<file path="config.mk">
export PLATFORM = sky130hd
export DESIGN_NAME = mmio_periph_unit_flat
export DESIGN_NICKNAME = d
export VERILOG_FILES = /design/src/rtl/mmio_periph_unit_pkg.sv /design/src/rtl/mmio_periph_unit_if.sv /design/src/rtl/mmio_periph_unit_hex_to_seg7.sv /design/src/rtl/mmio_periph_unit.sv /design/src/flat_wrapper.sv
export SDC_FILE = /design/constraint.sdc
export NUM_CORES = 1
export LEC_CHECK = 0
export ABC_CLOCK_PERIOD_IN_PS = 5000
export CAP_MARGIN = 20
export CORE_MARGIN = 4
export CORE_UTILIZATION = 50
export DETAILED_ROUTE_END_ITERATION = 12
export DONT_BUFFER_PORTS = 1
export PLACE_DENSITY = 0.63
export SLEW_MARGIN = 20
export SYNTH_ARGS = -nofsm -noshare
export SYNTH_HDL_FRONTEND = slang
export SYNTH_SLANG_ARGS = --single-unit
</file>
<file path="constraint.sdc">
create_clock -name clk -period 5 [get_ports clk]
set_clock_uncertainty 0.1 [all_clocks]
set_input_delay 0.25 -clock clk [delete_from_list [all_inputs] [get_ports clk]]
set_output_delay 0.25 -clock clk [all_outputs]
set_load 0.02 [all_outputs]
</file>
<file path="src/rtl/mmio_periph_unit_pkg.sv">
// Shared definitions for the MMIO peripheral unit: register map, TCON bits,
// register select encoding and the active-low seven-segment glyph table.
package mmio_periph_unit_pkg;

  localparam logic [4:0] OFF_TH      = 5'h00;
  localparam logic [4:0] OFF_TL      = 5'h04;
  localparam logic [4:0] OFF_TCON    = 5'h08;
  localparam logic [4:0] OFF_LED     = 5'h0C;
  localparam logic [4:0] OFF_DIGI    = 5'h10;
  localparam logic [4:0] OFF_SYSTICK = 5'h14;

  localparam int unsigned TCON_EN = 0;
  localparam int unsigned TCON_IE = 1;
  localparam int unsigned TCON_ST = 2;

  typedef enum logic [2:0] {
    SEL_TH,
    SEL_TL,
    SEL_TCON,
    SEL_LED,
    SEL_DIGI,
    SEL_SYSTICK,
    SEL_NONE
  } reg_sel_e;

  // {g,f,e,d,c,b,a}, active-low; entry n is the glyph for hex digit n
  localparam logic [15:0][6:0] SEG7_LUT = {
    7'b0001110, 7'b0000110, 7'b0100001, 7'b1000110,  // F E d C
    7'b0000011, 7'b0001000, 7'b0010000, 7'b0000000,  // b A 9 8
    7'b1111000, 7'b0000010, 7'b0010010, 7'b0011001,  // 7 6 5 4
    7'b0110000, 7'b0100100, 7'b1111001, 7'b1000000   // 3 2 1 0
  };

  function automatic reg_sel_e decode_off(input logic [31:0] off);
    reg_sel_e sel;
    sel = SEL_NONE;
    if (off[31:5] == '0) begin
      case ({off[4:2], 2'b00})
        OFF_TH:      sel = SEL_TH;
        OFF_TL:      sel = SEL_TL;
        OFF_TCON:    sel = SEL_TCON;
        OFF_LED:     sel = SEL_LED;
        OFF_DIGI:    sel = SEL_DIGI;
        OFF_SYSTICK: sel = SEL_SYSTICK;
        default:     sel = SEL_NONE;
      endcase
    end
    return sel;
  endfunction

endpackage

</file>
<file path="src/rtl/mmio_periph_unit_if.sv">
// Data-memory bus as seen from the MEM stage: address, store data, strobes,
// combinational read data and hit.
interface mmio_periph_unit_if;
  logic [31:0] Address;
  logic [31:0] Write_data;
  logic        MemWrite;
  logic        MemRead;
  logic [31:0] Read_data;
  logic        hit;

  modport master (
    output Address, Write_data, MemWrite, MemRead,
    input  Read_data, hit
  );

  modport slave (
    input  Address, Write_data, MemWrite, MemRead,
    output Read_data, hit
  );
endinterface

</file>
<file path="src/rtl/mmio_periph_unit_hex_to_seg7.sv">
// Combinational hex nibble to active-low {g,f,e,d,c,b,a} segment decoder.
module hex_to_seg7
  import mmio_periph_unit_pkg::*;
(
  input  logic [3:0] hex,
  output logic [6:0] seg
);
  assign seg = SEG7_LUT[hex];
endmodule

</file>
<file path="src/rtl/mmio_periph_unit.sv">
// Memory-mapped peripheral unit: reload timer with irq, LED register,
// free-running systick and a 4-digit multiplexed 7-segment hex display.
module mmio_periph_unit
  import mmio_periph_unit_pkg::*;
#(
  parameter int unsigned SCAN_DIV  = 50000,
  parameter logic [31:0] BASE_ADDR = 32'h4000_0000
) (
  input  logic                clk,
  input  logic                reset,
  mmio_periph_unit_if.slave   bus,
  output logic                irq,
  output logic [7:0]          led,
  output logic [6:0]          Seg,
  output logic [3:0]          Ano
);

  localparam int unsigned CW = $clog2(SCAN_DIV);

  logic [31:0]   th, tl, systick;
  logic [2:0]    tcon;
  logic [15:0]   digi;
  logic [CW-1:0] scan_cnt;
  logic [1:0]    idx, idx_next;
  logic [6:0]    seg_next;
  reg_sel_e      sel;
  logic          wr_en, scan_tc, tl_wrap;

  assign sel      = decode_off(bus.Address - BASE_ADDR);
  assign bus.hit  = (sel != SEL_NONE);
  assign wr_en    = bus.MemWrite && bus.hit;
  assign scan_tc  = (scan_cnt == CW'(SCAN_DIV - 1));
  assign idx_next = idx + 2'd1;
  assign tl_wrap  = (tl == '1);

  always_comb begin
    bus.Read_data = '0;
    if (bus.MemRead && bus.hit) begin
      case (sel)
        SEL_TH:      bus.Read_data = th;
        SEL_TL:      bus.Read_data = tl;
        SEL_TCON:    bus.Read_data = {29'd0, tcon};
        SEL_LED:     bus.Read_data = {24'd0, led};
        SEL_DIGI:    bus.Read_data = {16'd0, digi};
        SEL_SYSTICK: bus.Read_data = systick;
        default:     bus.Read_data = '0;
      endcase
    end
  end

  // A bus write to TL or TCON overrides the timer update of that register
  always_ff @(posedge clk or posedge reset) begin
    if (reset) begin
      th   <= '0;
      tl   <= '0;
      tcon <= '0;
      irq  <= 1'b0;
    end else begin
      irq <= tcon[TCON_ST] & tcon[TCON_IE];
      if (wr_en && sel == SEL_TH) th <= bus.Write_data;
      if (wr_en && sel == SEL_TL) tl <= bus.Write_data;
      else if (tcon[TCON_EN])     tl <= tl_wrap ? th : tl + 32'd1;
      if (wr_en && sel == SEL_TCON)
        tcon <= bus.Write_data[2:0];
      else if (tcon[TCON_EN] && tl_wrap && tcon[TCON_IE])
        tcon[TCON_ST] <= 1'b1;
    end
  end

  always_ff @(posedge clk or posedge reset) begin
    if (reset) begin
      led     <= '0;
      digi    <= '0;
      systick <= '0;
    end else begin
      systick <= systick + 32'd1;
      if (wr_en && sel == SEL_LED)  led  <= bus.Write_data[7:0];
      if (wr_en && sel == SEL_DIGI) digi <= bus.Write_data[15:0];
    end
  end

  hex_to_seg7 u_hex_to_seg7 (
    .hex (digi[{idx_next, 2'b00} +: 4]),
    .seg (seg_next)
  );

  // Ano and Seg are reloaded together only when the digit index advances
  always_ff @(posedge clk or posedge reset) begin
    if (reset) begin
      scan_cnt <= '0;
      idx      <= '0;
      Ano      <= 4'b1110;
      Seg      <= 7'b1000000;
    end else if (scan_tc) begin
      scan_cnt <= '0;
      idx      <= idx_next;
      Ano      <= ~(4'b0001 << idx_next);
      Seg      <= seg_next;
    end else begin
      scan_cnt <= scan_cnt + CW'(1);
    end
  end

endmodule

</file>
<file path="src/flat_wrapper.sv">
// flat-port wrapper written by rule: the top's interface ports become plain ports
module mmio_periph_unit_flat import mmio_periph_unit_pkg::*;
#(
  parameter int unsigned SCAN_DIV  = 50000,
  parameter logic [31:0] BASE_ADDR = 32'h4000_0000
)
  (clk, reset, irq, led, Seg, Ano, bus_Address, bus_Write_data, bus_MemWrite, bus_MemRead, bus_Read_data, bus_hit);
  mmio_periph_unit_if bus_i ();
  input  logic clk;
  input  logic reset;
  output logic irq;
  output logic [7:0] led;
  output logic [6:0] Seg;
  output logic [3:0] Ano;
  input wire logic [$bits(bus_i.Address)-1:0] bus_Address;
  input wire logic [$bits(bus_i.Write_data)-1:0] bus_Write_data;
  input wire logic [$bits(bus_i.MemWrite)-1:0] bus_MemWrite;
  input wire logic [$bits(bus_i.MemRead)-1:0] bus_MemRead;
  output wire logic [$bits(bus_i.Read_data)-1:0] bus_Read_data;
  output wire logic [$bits(bus_i.hit)-1:0] bus_hit;
  assign bus_i.Address = bus_Address;
  assign bus_i.Write_data = bus_Write_data;
  assign bus_i.MemWrite = bus_MemWrite;
  assign bus_i.MemRead = bus_MemRead;
  assign bus_Read_data = bus_i.Read_data;
  assign bus_hit = bus_i.hit;
  mmio_periph_unit #(.SCAN_DIV(SCAN_DIV), .BASE_ADDR(BASE_ADDR)) u_core (.clk(clk), .reset(reset), .bus(bus_i), .irq(irq), .led(led), .Seg(Seg), .Ano(Ano));
endmodule
</file>
* Word-level counts from Yosys, hierarchy flattened
Memories as Yosys holds them, arrays and structs flattened. A register that Yosys moved wholly into a read port is not among the register bits.
Index checks and enable logic that the tools add are counted.
W data, S select, Z words.
** Storage, ports and cells
- Bits in registers :: 146
- Latch bits :: 0
- RAM bits :: 0
- Bits in read-only memories :: 112
- Input bits :: 68
- Output and inout port bits :: 53
- Word-level logic and storage cells :: 58
- Memories kept :: 1
** Operators by class
- Add/subtract/negate cells :: 5
- Multipliers :: 0
- Div/mod/pow operators :: 0
- Magnitude comparators :: 0
- Equality and inequality tests :: 13
- Shifts and indexed selects :: 2
- Multiplexer cells :: 10
- Bitwise logic cells :: 2
- Reductions and logical operators :: 14
** Memory list
- (no name shown) :: words 16, bits a word 7, read ports 1, clocked after Yosys merged registers in 1, wr ports 0, RTL line mmio_periph_unit_hex_to_seg7.sv:8 : assign seg = SEG7_LUT[hex];
** Operators by type and width (number)
- $pmux W32 S6 :: 1
- $mux W32 :: 4
- $add A32 B1 Y32 const B :: 2
- $eq A32 B32 Y1 const B :: 1
- $sub A32 B31 Y32 const B :: 1
- $logic_not A27 Y1 :: 1
- $pmux W3 S6 :: 1
- $add A16 B1 Y16 const B :: 1
- $eq A16 B16 Y1 const B :: 1
- $mux W16 :: 1
- $shiftx A16 B5 Y4 :: 1
- $eq A3 B2 Y1 const B :: 4
- $eq A3 B3 Y1 const B :: 4
- $logic_and A1 B1 Y1 :: 9
- $eq A3 B1 Y1 const B :: 2
- $logic_not A3 Y1 :: 2
- $not A4 Y4 :: 1
- $reduce_bool A2 Y1 :: 2
- $shl A1 B2 Y4 const A :: 1
- $mux W3 :: 1
- $ne A3 B3 Y1 const B :: 1
- $add A2 B1 Y2 const B :: 1
- $mux W1 :: 2
- $and A1 B1 Y1 :: 1

* Longest topological paths before layout
- Depth after elaboration :: 8
- Gate-level depth with buffers :: 10
- Gate-level depth less buffers :: 9

* Modules after synthesis
From an unflattened synthesis, not the netlist that was laid out.
** Second synthesis, totals
- Cell total of the unflattened synthesis :: 858
- Area, all modules :: 8994.9 µm²
** Modules (own cells, without submodules)
- mmio_periph_unit :: times used 1, cells each 823, area an instance 8723.4 µm², sequential area each 3833.7 µm²
- hex_to_seg7 :: times used 1, cells each 35, area an instance 271.5 µm², sequential area each 0.0 µm²

* Least setup slack after synthesis
No wires, ideal clock.
- Kind :: flip-flop to flip-flop
- From :: register u_core.idx[0]
- To :: register u_core.Seg[3]
- Library setup time :: 117 ps
- Arrival time :: 2354 ps
- Required time :: 4783 ps
- Slack :: 2429 ps
- Stages on the path, launching flop included :: 11
- Path buffers :: 1
- Period minus slack after synthesis :: 2571 ps
- Cell sequence :: dfrtp_1 -> clkbuf_1 -> inv_1 -> ha_1 -> mux4_2 -> inv_1 -> ha_1 -> inv_1 -> mux4_2 -> nand2_1 -> nand2_1
** Between the ends
- Word-level cells in the longest chain between the ends :: 2
** Ends and longest elaborated chain
- start: declaration :: RTL line mmio_periph_unit.sv:24 : logic [1:0] idx, idx_next;
- start signal: assignment :: RTL line mmio_periph_unit.sv:96 : idx <= idx_next;
- $add A2 B1 Y2 :: RTL line mmio_periph_unit.sv:33 : assign idx_next = idx + 2'd1;
- via u_core.idx_next[0] :: RTL line mmio_periph_unit.sv:24
- $shiftx A16 B5 Y4 :: RTL line mmio_periph_unit.sv:83 : .hex (digi[{idx_next, 2'b00} +: 4]),
- end: declaration :: RTL line mmio_periph_unit.sv:14 : output logic [6:0] Seg,
The timed path passes the listed nets, and every way through them passes these cells.
A chain may end at the register's enable or synchronous reset.

* Worst setup path after layout
- From :: register u_core.tl[13]
- To :: register u_core.tl[19]
** Between the ends
- Word-level cells in the longest chain between the ends :: 4
- Elaborated cells between the ends (all ways) :: 5
- Those cells by class :: 1 x add/sub; 1 x eq/ne; 3 x mux
** Ends and longest elaborated chain
- start: declaration :: RTL line mmio_periph_unit.sv:20 : logic [31:0] th, tl, systick;
- start signal: assignment :: RTL line mmio_periph_unit.sv:61 : if (wr_en && sel == SEL_TL) tl <= bus.Write_data;
- start signal: assignment :: RTL line mmio_periph_unit.sv:62 : else if (tcon[TCON_EN]) tl <= tl_wrap ? th : tl + 32'd1;
- $add A32 B1 Y32 / $eq A32 B32 Y1 (equally long branches) :: RTL line mmio_periph_unit.sv:62, mmio_periph_unit.sv:34
- $mux W32 (*) (2 in series) :: RTL line mmio_periph_unit.sv:62
- $mux W32 (*) :: RTL line mmio_periph_unit.sv:61
Every way passes the cells marked *; elsewhere a longest branch is shown, timed or not. The select of a mux whose other input is x is not followed.

==> results.cfg <==
[finish]
final_design_area_no_fill_um2 = 9826
final_common_cell = dfrtp_1
mostFrequentLayoutCells = dfrtp_1, nor2_1, nand2_1, mux2_1, dlygate4sd3_1
drive_gt1_share_pct = 13.93
regArea_um2 = 3834
fillers = 1469
multi_input_area_um2 = 4668
fin_nets = 908
syn2layout_area_growth_pct = 12.41

[sta]
rsz0062_at_grt = false
period_needed_ps = 3229
worst_pin_slew_ps = 915.2
finalCritPeriodShare_pct = 64.58
finalSetupViolCount = 0
tns_ps = 0
final_hold_viol_count = 0
slew_violations = 0
max_freq_mhz = 309.7
max_slew_margin_pct = 38.94

[setup_path]
critPathMaxFanout = 13
worstSetupStartpointType = register
crit_family = simple AND/OR/NAND/NOR gates
timing.critical_path.buf_inv = 0
slowest_delay_ps = 840
slowest_stage = and3_1
cpMostUsedCell = nor2_1
path_class = register to register
cp-end-kind = register
crit_chain = nand4_1, nor2_1, and3_1, nor2_1, a211oi_1
cp.required_ps = 5220
cp.arrival_ps = 3450

[global_routing]
grt_max_degree = 101
overflow = 0
grt_pass1_vias = 6864
grt_pass1_wl_um = 38520
grt_usage_pct = 24.88
antenna_found_initial = 0

[die]
initial_utilization_pct = 50.71
io_pins = 121
die_y_um = 140.2
die_area_um2 = 19660
die_x_um = 140.2
fp-row-count = 48
core_area_um2 = 17240

[yosys]
yosysSeqAreaShare_pct = 43.86
synth.top_cell.area_share_pct = 42.66
yosys.area.top_type = dfrtp_1
synth.cell_area_um2 = 8741
synthCells = 809
synth_ff_type = dfrtp_1
yosys_warnings = 0
syn-num-nets = 890
synth_seq_cells = 153
postSynthAreaPerCell_um2 = 10.80
synth_area_leaders = dfrtp_1, mux2_1, mux4_2
ys_async_sr_fraction_pct = 100.0
synth-edff-count = 0
synth_cell_types = 68

[drt]
drc = 0
drtAntennaViolNets = 0
first_iter_violations = 539
firstDrtPassIters = 5
vias = 6661
viasPerCell = 6.249
routedWlPerCell_um = 22.69
drt_wl_total_um = 24190

[pwr]
p_clk_share_pct = 48.8
vdd_ir_drop_max_uv = 263.1
p_per_area_nw_per_um2 = 261.8
comb_power_share_pct = 3.1
p_int_w = 0.001966
seq_power_share_pct = 48.1
sw_frac_of_total_pct = 23.56
p_switching_w = 0.0006061
p_leak_nw = 4.321

[clock_network]
clockRootBuffer = clkbuf_16
cts.sinks = 153
cts_buffers = 17
clockBufferDepth = 2
cts_hold_buf = 33
clkTransAtPathRegs_ps = 70
cts-resized-gates = 0
htree_levels = 4
clk-insertion-delay-late_ps = 430
post_cts_buffers = 0
cts_tree = yes

[place]
dpl_cell_area_um2 = 8912
globalplace.congestion = 0.9307
port-buffer-count = 0
dp_hpwl_um = 16500

[run]
maxCapViolations = 0

[run_status]
status = finished, final reports clean

[hold_path]
hold_class = input pin to register
-- layer usage --
layer	track usage, %	share of wire (%)
met1	34.19	44
met2	38.84	47
met3	5.667	6.2
met4	9.077	2.6
met5	0	0
-- final timing paths --
kind                                    start                 end  slack [ps]  cells past startpoint
max                             u_core.tl[13]       u_core.tl[19]        1770                      5
min                            bus_Address[3]      u_core.tcon[1]         150                      2
max reg2reg                     u_core.tl[13]       u_core.tl[19]        1770                      5
min reg2reg                u_core.systick[31]  u_core.systick[31]         370                      1
max in group asynchronous               reset     u_core.digi[11]        3100                      3
min in group asynchronous               reset       u_core.tl[28]         430                      2
-- area by class of cell --
cell class	count	share of cell area (%)
multi-input combinational	595	47.51
antenna	1	0.02547
tap	225	2.865
sequential	153	39.02
clock buffer	17	4.330
timing repair buffer	41	4.049
clock inverter	15	1.426
inverter	19	0.7768
-- registers in the layout (all words and copies together), names as in the netlist --
signal	cells
u_core.tcon	3
u_core.systick	32
u_core.Ano	4
u_core.digi	16
u_core.th	32
u_core.irq	1
u_core.scan_cnt	16
u_core.idx	2
u_core.Seg	7
u_core.led	8
u_core.tl	32
-- cells by family (layout without fill, tap and decap cells) --
kind of cell / count (synthesis) / in the layout / share of synthesized area [%]
muxes: 129 / 129 / 18.92
xor gates and xnor gates: 56 / 56 / 5.611
and+or+nand+nor: 288 / 288 / 18.15
buffers and inverters: 61 / 92 / 2.906
AOI/OAI and AO/OA: 109 / 109 / 8.689
other: 0 / 1 / 0
DFF: 153 / 153 / 43.86
adders and majority gates: 13 / 13 / 1.861
-- synth_stat cells, types with 6 or more instances --
library cell  count
dfrtp_1         149
nor2_1           61
nand2_1          55
mux2_1           49
mux2i_1          31
nand3_1          31
xnor2_1          30
mux2_2           28
xor2_1           26
clkbuf_1         25
nor3_1           22
nand4_1          21
mux4_2           20
a21oi_1          19
inv_1            19
nor2b_1          19
and3_1           18
o21ai_0          18
a22oi_1          17
buf_2            14
ha_1             13
nor4_1            9
o31ai_1           9
o21ai_1           7
or2_2             7
a211oi_1          6
and2_1            6
nand2b_1          6
-- stage by stage --
stage	cells	util (%)	hold WS [ps]	total power, W	worst slack [ps]
5_1_grt	1065	56.99	138.2	0.002652	1616
6_report	1066	57.00	146.5	0.002572	1771
4_1_cts	1064	56.90	137.2	0.002587	1617
3_5_place_dp	999	51.71	275.3	0.001313	1647
2_1_floorplan	809	-	265.3	0.001313	535.2
3_3_place_gp	999	51.67	262.1	0.001312	1759
-- power groups by stage --
stage / clock, W / sequential [W] / combinational [W]
after floorplan: 0 / 0.00126 / 0.0000521
after global placement: 0 / 0.00126 / 0.0000512
after detailed placement: 0 / 0.00126 / 0.0000525
after CTS: 0.00127 / 0.00124 / 0.0000819
after global routing: 0.00133 / 0.00124 / 0.0000891
final: 0.00125 / 0.00124 / 0.0000798
No activity file was read; power rests on OpenSTA's default activity.
